$ cat src/rtl/counter_down_mod_if.sv
`default_nettype none
// ============================================================================
// Module      : counter_down_mod_if
// Description : Bundle of control and status signals for one counter_down_mod
//               stage.
//               master : enablen, load, in, hold -> stage
//               slave  : count, rco_L, zero (and done) <- stage
//               Optional macro COUNTER_DOWN_MOD_DONE_EN adds the done status.
// Revision    : 1.0 - initial release
// ============================================================================
interface counter_down_mod_if #(
    parameter int WIDTH = 4
);
    logic             enablen;   // active-low count enable
    logic             load;      // synchronous parallel load
    logic [WIDTH-1:0] in;        // parallel load value
    logic             hold;      // 1: stop at 0, 0: wrap
    logic [WIDTH-1:0] count;     // registered count
    logic             rco_L;     // active-low borrow out
    logic             zero;      // count == 0
`ifdef COUNTER_DOWN_MOD_DONE_EN
    logic             done;      // one-clock pulse after a 1 -> 0 decrement

    modport master (output enablen, load, in, hold,
                    input  count, rco_L, zero, done);
    modport slave  (input  enablen, load, in, hold,
                    output count, rco_L, zero, done);
`else
    modport master (output enablen, load, in, hold,
                    input  count, rco_L, zero);
    modport slave  (input  enablen, load, in, hold,
                    output count, rco_L, zero);
`endif
endinterface
`default_nettype wire

$ cat src/rtl/counter_down_mod.sv
`default_nettype none
// ============================================================================
// Module      : counter_down_mod
// Description : Parametrised down-counter digit. Counts MODULUS-1 .. 0 on each
//               edge with enablen low, synchronous clamped parallel load,
//               optional hold-at-zero, combinational active-low borrow out.
//               Ports:
//                 clk  - clock, rising edge
//                 rst  - asynchronous reset, active low
//                 bus  - counter_down_mod_if.slave (controls + status)
//               Macro COUNTER_DOWN_MOD_DONE_EN adds the registered done pulse.
//               Legal parameters: 2 <= MODULUS <= 2**WIDTH.
// Revision    : 1.0 - initial release
// ============================================================================
module counter_down_mod #(
    parameter int WIDTH   = 4,
    parameter int MODULUS = 6
) (
    input  logic                clk,
    input  logic                rst,
    counter_down_mod_if.slave   bus
);
    // One extra bit so MODULUS == 2**WIDTH still compares correctly.
    localparam logic [WIDTH:0]   C_MOD = (WIDTH+1)'(MODULUS);
    localparam logic [WIDTH-1:0] C_TOP = WIDTH'(MODULUS - 1);

    logic [WIDTH-1:0] r_count;
    logic [WIDTH-1:0] w_next_count;
    logic             w_at_zero;

    assign w_at_zero = (r_count == '0);

    always_comb begin
        w_next_count = r_count;
        if (bus.load) begin
            // Out-of-range load values clamp to the top of the range.
            w_next_count = ({1'b0, bus.in} >= C_MOD) ? C_TOP : bus.in;
        end else if (!bus.enablen) begin
            if (!w_at_zero) begin
                w_next_count = r_count - WIDTH'(1);
            end else if (!bus.hold) begin
                w_next_count = C_TOP;
            end
        end
    end

    always_ff @(posedge clk or negedge rst) begin
        if (!rst) begin
            r_count <= '0;
        end else begin
            r_count <= w_next_count;
        end
    end

    assign bus.count = r_count;
    assign bus.zero  = w_at_zero;
    // Borrow does not look at hold or load: upper stages must see it on the
    // same edge that this stage passes through zero.
    assign bus.rco_L = ~(w_at_zero & ~bus.enablen);

`ifdef COUNTER_DOWN_MOD_DONE_EN
    logic r_done;

    // Only a true decrement from 1 reaches 0 with load low and enable active,
    // so sitting at 0 in hold mode never re-fires.
    always_ff @(posedge clk or negedge rst) begin
        if (!rst) begin
            r_done <= 1'b0;
        end else begin
            r_done <= ~bus.load & ~bus.enablen & (r_count == WIDTH'(1));
        end
    end

    assign bus.done = r_done;
`endif

endmodule
`default_nettype wire

$ cat src/flat_wrapper.sv
// flat-port wrapper written by rule: the top's interface ports become plain ports
module counter_down_mod_flat 
#(
    parameter int WIDTH   = 4,
    parameter int MODULUS = 6
)
  (clk, rst, bus_enablen, bus_load, bus_in, bus_hold, bus_count, bus_rco_L, bus_zero);
  counter_down_mod_if #(.WIDTH(WIDTH)) bus_i ();
  input  logic clk;
  input  logic rst;
  input wire logic [$bits(bus_i.enablen)-1:0] bus_enablen;
  input wire logic [$bits(bus_i.load)-1:0] bus_load;
  input wire logic [$bits(bus_i.in)-1:0] bus_in;
  input wire logic [$bits(bus_i.hold)-1:0] bus_hold;
  output wire logic [$bits(bus_i.count)-1:0] bus_count;
  output wire logic [$bits(bus_i.rco_L)-1:0] bus_rco_L;
  output wire logic [$bits(bus_i.zero)-1:0] bus_zero;
  assign bus_i.enablen = bus_enablen;
  assign bus_i.load = bus_load;
  assign bus_i.in = bus_in;
  assign bus_i.hold = bus_hold;
  assign bus_count = bus_i.count;
  assign bus_rco_L = bus_i.rco_L;
  assign bus_zero = bus_i.zero;
  counter_down_mod #(.WIDTH(WIDTH), .MODULUS(MODULUS)) u_core (.clk(clk), .rst(rst), .bus(bus_i));
endmodule
$ cat config.mk
export PLATFORM = sky130hd
export DESIGN_NAME = counter_down_mod_flat
export DESIGN_NICKNAME = d
export VERILOG_FILES = /design/src/rtl/counter_down_mod_if.sv /design/src/rtl/counter_down_mod.sv /design/src/flat_wrapper.sv
export SDC_FILE = /design/constraint.sdc
export NUM_CORES = 1
export LEC_CHECK = 0
export CAP_MARGIN = 25
export CORE_AREA = 2 2 39 41
export CTS_CLUSTER_SIZE = 8
export DETAILED_ROUTE_END_ITERATION = 6
export DIE_AREA = 0 0 41 43
export RECOVER_POWER = 50
export SYNTH_ARGS = -nofsm -noshare
export SYNTH_HDL_FRONTEND = slang
export SYNTH_SLANG_ARGS = --single-unit
export TNS_END_PERCENT = 10
$ cat constraint.sdc
create_clock -name clk -period 4.2 [get_ports clk]
set_input_delay 0.42 -clock clk [delete_from_list [all_inputs] [get_ports clk]]
set_output_delay 0.42 -clock clk [all_outputs]
set_load 0.01 [all_outputs]
Word level (Yosys, flattened, before mapping)
Index checks and enable logic that the tools add are counted.
- flip-flop bits (word level): 4
- output and inout bits: 6
- logic and storage cells: 15
- $add $sub $neg: 1
- $lt $le $gt $ge: 1
- eq/ne operators: 2
- multiplexer cells: 5
- bitwise gates (word level): 3
- reduce and logical (&&, ||, !) cells: 2
- operator list (operator ; count):
    $mux 4 ; 5
    $ge 4x3->1 const B ; 1
    $logic_not 4->1 ; 1
    $sub 4x1->4 const B ; 1
    $ne 3x3->1 const B ; 1
    $ne 2x1->1 const B ; 1
    $not 1->1 ; 2
    $reduce_and 2->1 ; 1
    $and 1x1->1 ; 1

Depth between registers and ports, before layout
Gate-level depths: netlist (run 1).
- word-level depth: 4
- mapped depth: 3
- mapped depth without buffers: 3

Worst setup path before layout (run 1)
Ideal clock, no wire load.
- path kind: flip-flop to output port
- from: register u_core.r_count[1] (netlist: u_core.bus.count[1])
- to: output port bus_rco_L
- data arrival time: 1.194 ns
- path slack: 2.586 ns
- stages on the path, launching flop included: 3
- path buffers: 0
- cells stage by stage: dfrtp_1 or3_4 or3_1
- longest elaborated chain between the ends: 3
- RTL lines (element ; RTL line ; text):
    start: declaration ; counter_down_mod.sv:27 ; logic [WIDTH-1:0] r_count;
    start signal: assignment ; counter_down_mod.sv:51 ; r_count <= w_next_count;
    $logic_not 4->1 ; counter_down_mod.sv:31 ; assign w_at_zero = (r_count == '0);
    $and 1x1->1 ; counter_down_mod.sv:59 ; assign bus.rco_L = ~(w_at_zero & ~bus.enablen);
    $not 1->1 ; counter_down_mod.sv:59 ;
    end: declaration ; flat_wrapper.sv:16 ; output wire logic [$bits(bus_i.rco_L)-1:0] bus_rco_L;
No other way between the ends.

Worst setup path in the final report (run 1)
- from: input port bus_enablen
- to: output port bus_rco_L
- longest elaborated chain between the ends: 3
- RTL lines (element ; RTL line ; text):
    start: declaration ; flat_wrapper.sv:11 ; input wire logic [$bits(bus_i.enablen)-1:0] bus_enablen;
    $not 1->1 ; counter_down_mod.sv:59 ;
    $and 1x1->1 ; counter_down_mod.sv:59 ;
    $not 1->1 ; counter_down_mod.sv:59 ;
No other way between the ends.

==> results of run 1 <==
-- power groups by stage --
stage	Sequential, mW	Combinational, mW	Clock (mW)
2_1_floorplan	0.0479	0.00982	0
3_3_place_gp	0.0478	0.0297	0
3_5_place_dp	0.0477	0.0295	0
4_1_cts	0.0472	0.0296	0.0504
5_1_grt	0.0479	0.0318	0.0548
6_report	0.0471	0.0289	0.0479
-- kinds of logic after synthesis --
family / count (synthesis)
compound gates: 9
simple gates: 10
flops: 4
buf+inv: 1
-- worst max-delay path by stage --
stage | to | slack, ns
after floorplan | bus_rco_L | 2.59
after global placement | bus_rco_L | 1.74
after detailed placement | bus_rco_L | 1.75
after CTS | bus_rco_L | 1.75
after global routing | bus_rco_L | 1.57
final | bus_rco_L | 1.63
-- routing by layer --
metal,vias to the layer above,wire (um),GRT usage [%]
met5,-,0,0
met3,0,63,7.85
met1,121,278,9.09
met2,13,262,11.3
met4,0,0,6.00
li1,131,-,-
-- per-stage QoR --
stage / total power, mW / util (%)
after CTS: 0.127 / 30.3
after global placement: 0.0775 / 28.7
after floorplan: 0.0577 / -
after global routing: 0.134 / 30.3
after detailed placement: 0.0771 / 28.7
final: 0.124 / 30.3
-- layout by cell type (no fill, tap or decap) --
| cell type | count |
|---|---|
| or3_1 | 1 |
| nor3_1 | 1 |
| o21ai_0 | 1 |
| nor4_1 | 1 |
| or3_4 | 1 |
| dlygate4sd3_1 | 3 |
| dfrtp_1 | 4 |
| or4_1 | 1 |
| nand3_1 | 1 |
| a211o_1 | 1 |
| nor2_1 | 2 |
| o211ai_2 | 1 |
| a2111oi_0 | 1 |
| or4_4 | 1 |
| nor2b_1 | 1 |
| inv_1 | 1 |
| o211a_1 | 1 |
| clkbuf_4 | 3 |
| a21oi_1 | 3 |
| a31oi_1 | 1 |
| clkdlybuf4s50_1 | 11 |
-- critical path: stages --
cell and delay [ns]:
dlygate4sd3_1 0.59, or3_4 0.36, or3_1 0.30, clkdlybuf4s50_1 0.48
-- area by class of cell --
| class | instances | share of cell area, % |
|---|---|---|
| Clock buffer | 3 | 5.37 |
| Inverter | 1 | 0.896 |
| Multi-Input combinational cell | 19 | 31.6 |
| Sequential cell | 4 | 23.9 |
| Tap cell | 16 | 4.78 |
| Timing Repair Buffer | 14 | 33.4 |
==> impl_metrics.ini, run 1 <==
[place]
placed_area_um2 = 397
hpwlAfterDp_um = 458
portBuffers = 14
place.gp.congestion = 0.707
dp_slack_ns = 1.75
placed_cells = 54

[synth]
synthTopCellsByCount = 4 x dfrtp_1, 3 x a21oi_1, 2 x nor2_1
synthTopCellsByArea = dfrtp_1 42%, a21oi_1 6.3%, o211ai_2 5.3%
syn_area_per_cell_um2 = 9.85
synth_top_family_by_area = compound AO/OA/AOI/OAI gates
syn-instance-count = 24
synth_adder_area_share_pct = 0
yosys-mux-area-fraction_pct = 0
synth_most_common_cell = dfrtp_1
synth_simple_gate_area_share_pct = 28.0
synth_edf_count = 0
synthFlopType = dfrtp_1
async_reset_ff_share_pct = 100
yosys.area.top_type = dfrtp_1
ys_warn_count = 0
synth_xor_xnor_area_share_pct = 0
yosysSeqAreaShare_pct = 42.3
synth_cell_type_count = 18
netlist_area_um2 = 236
synth_nets = 33
yosysTopAreaCellShare_pct = 42.3
ys_ff_latch = 4
synth-compound-area-share_pct = 28.0

[floorplan]
die-area_um2 = 1760
coreArea_um2 = 1380
start_util_pct = 17.1
die_w_um = 41
die_y_um = 43
rows = 14
io_pins = 15

[clock_tree]
cts_hold_buf = 0
clk_pin_slew_ns = 0.04
cts_tree = yes
postCtsSetupRepairBufs = 0
cts_inserted_buffers = 3
clkSinkCount = 4
root_buffer = clkbuf_4
clk_latency_ns = 0.23
clk_path_buf_depth = 2
htree_num_levels = 1
cts_resized = 0

[drt]
drc = 0
drt_iter0_markers = 7
routed_wl_um = 603
firstDrtPassIters = 2
antenna_left = 0
wire_per_inst_um = 10.6
num_vias = 265
viasPerCell = 4.65

[timing]
setup_tns_ns = 0
fin_ws_ns = 1.63
max_freq_ghz = 0.389
setup_viol = 0
slew-limit-headroom_pct = 73.7
grt_setup_unrepaired = false
post-route-period-util_pct = 61.2
holdWs_ns = 0.460
tightestPinTransition_ns = 0.384
slew_viol_final = 0
fin_crit_ns = 2.57
hold_violations = 0
fin_skew_ns = 0.00250

[grt]
grt_overflow_total = 0
grt_pass1_vias = 241
grt_pass1_wl_um = 959
grt_use_total_pct = 8.86
grt_max_degree = 9
antenna_found_initial = 0

[setup_path]
cp.arrival_ns = 2.15
required_ns = 3.78
r2r_slack_ns = 2.70
reg2reg_to = u_core.bus.count[2]
reg2reg_depth = 3
critPathLaunchType = primary input
worstSetupStartpoint = bus_enablen
path_max_fanout = 5
rr_startpoint = u_core.bus.count[1]
path_class = in2out
crit_path_end_kind = primary output

[hold_path]
hold_path.class = in2async

[power_and_ir_drop]
powerDensity_nw_per_um2 = 296
power_frac_clock_pct = 38.6
p_int_mw = 0.0919
p_comb_share_pct = 23.3
p_leak_nw = 0.165
netSwitchingPower_mw = 0.0319
p_seq_share_pct = 38.0
vdd_drop_max_v = 0.000111
switching_share_pct = 25.8

[finish]
fin_area_um2 = 419
largest_reg_flops = 4
area_growth_pct = 77.2
n_antenna_cell = 0
fill_cells = 156
layout.cells.non_filler = 57
drive_above_1_share_pct = 14.6
regArea_um2 = 100
multiInputGateArea_um2 = 133
finalNetCount = 52

[flow_run]
maxCapViolCount = 0

[status]
status = complete, no violations
Power figures use the tool's default switching activity.
==> run 2, diff against run 1 <==
==> constraint.sdc (replaced) <==
create_clock -name clk -period 2.2 [get_ports clk]
set_input_delay 0.22 -clock clk [delete_from_list [all_inputs] [get_ports clk]]
set_output_delay 0.22 -clock clk [all_outputs]
set_load 0.01 [all_outputs]
==> impl_metrics.ini, run 2 (synthesized netlist as in run 1, its figures left out) <==
[floorplan]
die-area_um2 = 1760
die_w_um = 41
rows = 14
start_util_pct = 17.1
coreArea_um2 = 1380
die_y_um = 43
io_pins = 15

[timing]
slew-limit-headroom_pct = 75.0
grt_setup_unrepaired = false
tightestPinTransition_ns = 0.365
max_freq_ghz = 0.479
post-route-period-util_pct = 95.0
setup_tns_ns = 0
fin_skew_ns = 0.00292
fin_crit_ns = 2.09
slew_viol_final = 0
setup_viol = 0
hold_violations = 0

[flow_run]
maxCapViolCount = 0

[clock_tree]
clk_path_buf_depth = 2
cts_inserted_buffers = 3
postCtsSetupRepairBufs = 0
clk_latency_ns = 0.24
cts_hold_buf = 0
clkSinkCount = 4
cts_tree = yes
htree_num_levels = 1
root_buffer = clkbuf_4
clk_pin_slew_ns = 0.04
cts_resized = 0

[setup_path]
critPathLaunchType = flop
cp.arrival_ns = 1.87
path_max_fanout = 7
r2r_slack_ns = 0.71
reg2reg_to = u_core.bus.count[2]
required_ns = 1.98
path_class = reg2out
rr_startpoint = u_core.bus.count[0]
crit_path_end_kind = primary output
reg2reg_depth = 3

[grt]
use_met2_pct = 10.0
grt_max_degree = 9
grt_use_met3_pct = 4.71
grt_busiest_layer = met1
grt_use_total_pct = 8.77
grt_pass1_vias = 239
grt_util_met1_pct = 11.1
grt_overflow_total = 0
antenna_found_initial = 0
grt_pass1_wl_um = 972

[status]
status = complete, no violations

[finish]
n_antenna_cell = 0
final_common_cell = clkdlybuf4s50_1
finalNetCount = 52
utilization_pct = 30.3
largest_reg_flops = 4
layout.cells.non_filler = 57
final_cell_mix = 12 x clkdlybuf4s50_1, 4 x dfrtp_1, 3 x a21oi_1, 3 x clkbuf_4
area_growth_pct = 77.2
drive_above_1_share_pct = 14.6

[hold_path]
hold_path.class = in2async

[drt]
firstDrtPassIters = 4
viasPerCell = 4.74
antenna_left = 0
wire_per_inst_um = 10.3
drt_iter0_markers = 14
num_vias = 270
routed_wl_um = 588
drc = 0

[power_and_ir_drop]
fin_total_pwr_mw = 0.240
vdd_drop_max_v = 0.000203
p_leak_nw = 0.165
powerDensity_nw_per_um2 = 572

[place]
hpwlAfterDp_um = 448
placed_cells = 54
portBuffers = 14
place.gp.congestion = 0.690
-- run 2: changes by cell type in the layout (fill, tap and decap cells not counted), sizes merged --
cell / change
clkdlybuf4s50: +1
dlygate4sd3: -1
-- run 2: worst max path at each step --
stage / slack [ns] / endpoint / from
finish: 0.11 / bus_rco_L / u_core.bus.count[0]
global route: 0.03 / bus_rco_L / u_core.bus.count[1]
CTS: 0.09 / bus_rco_L / u_core.bus.count[1]
detailed placement: 0.13 / bus_rco_L / bus_enablen
global placement: 0.14 / bus_rco_L / bus_enablen
floorplan: 0.73 / u_core.bus.count[2] / u_core.bus.count[1]
-- run 2: layer usage --
layer | vias up | share of wire [%]
met4 | 0 | 2.7
met2 | 15 | 40
li1 | 132 | -
met5 | - | 0
met1 | 121 | 48
met3 | 2 | 9.5
-- run 2: power by group --
group | switching [mW] | leakage (nW) | internal (mW)
Sequential | 0.0104 | 0.0486 | 0.0797
Combinational | 0.0208 | 0.102 | 0.0351
Clock | 0.0325 | 0.0138 | 0.0612
-- run 2: worst max-delay path, stage by stage, from the launching register on --
cell and delay [ns]:
dfrtp_1 0.44, or3_4 0.41, or3_1 0.31, clkdlybuf4s50_1 0.48
-- run 2: stage by stage --
| step | hold slack [ns] | setup WS (ns) | instance area [um^2] |
|---|---|---|---|
| 2_1_floorplan | -0.0756 | 0.734 | 236 |
| 3_3_place_gp | 0.432 | 0.140 | 397 |
| 3_5_place_dp | 0.433 | 0.126 | 397 |
| 4_1_cts | 0.178 | 0.0914 | 419 |
| 5_1_grt | 0.258 | 0.0343 | 419 |
| 6_report | 0.248 | 0.111 | 419 |
-- run 2: final cells by class --
class                   count  area, um^2
fillers                   154         965
flip-flops and latches      4         100
repair buffers             14         140
multi-input cells          19         133
clock buffers               3        22.5
inverters                   1        3.75
well taps                  16        20.0
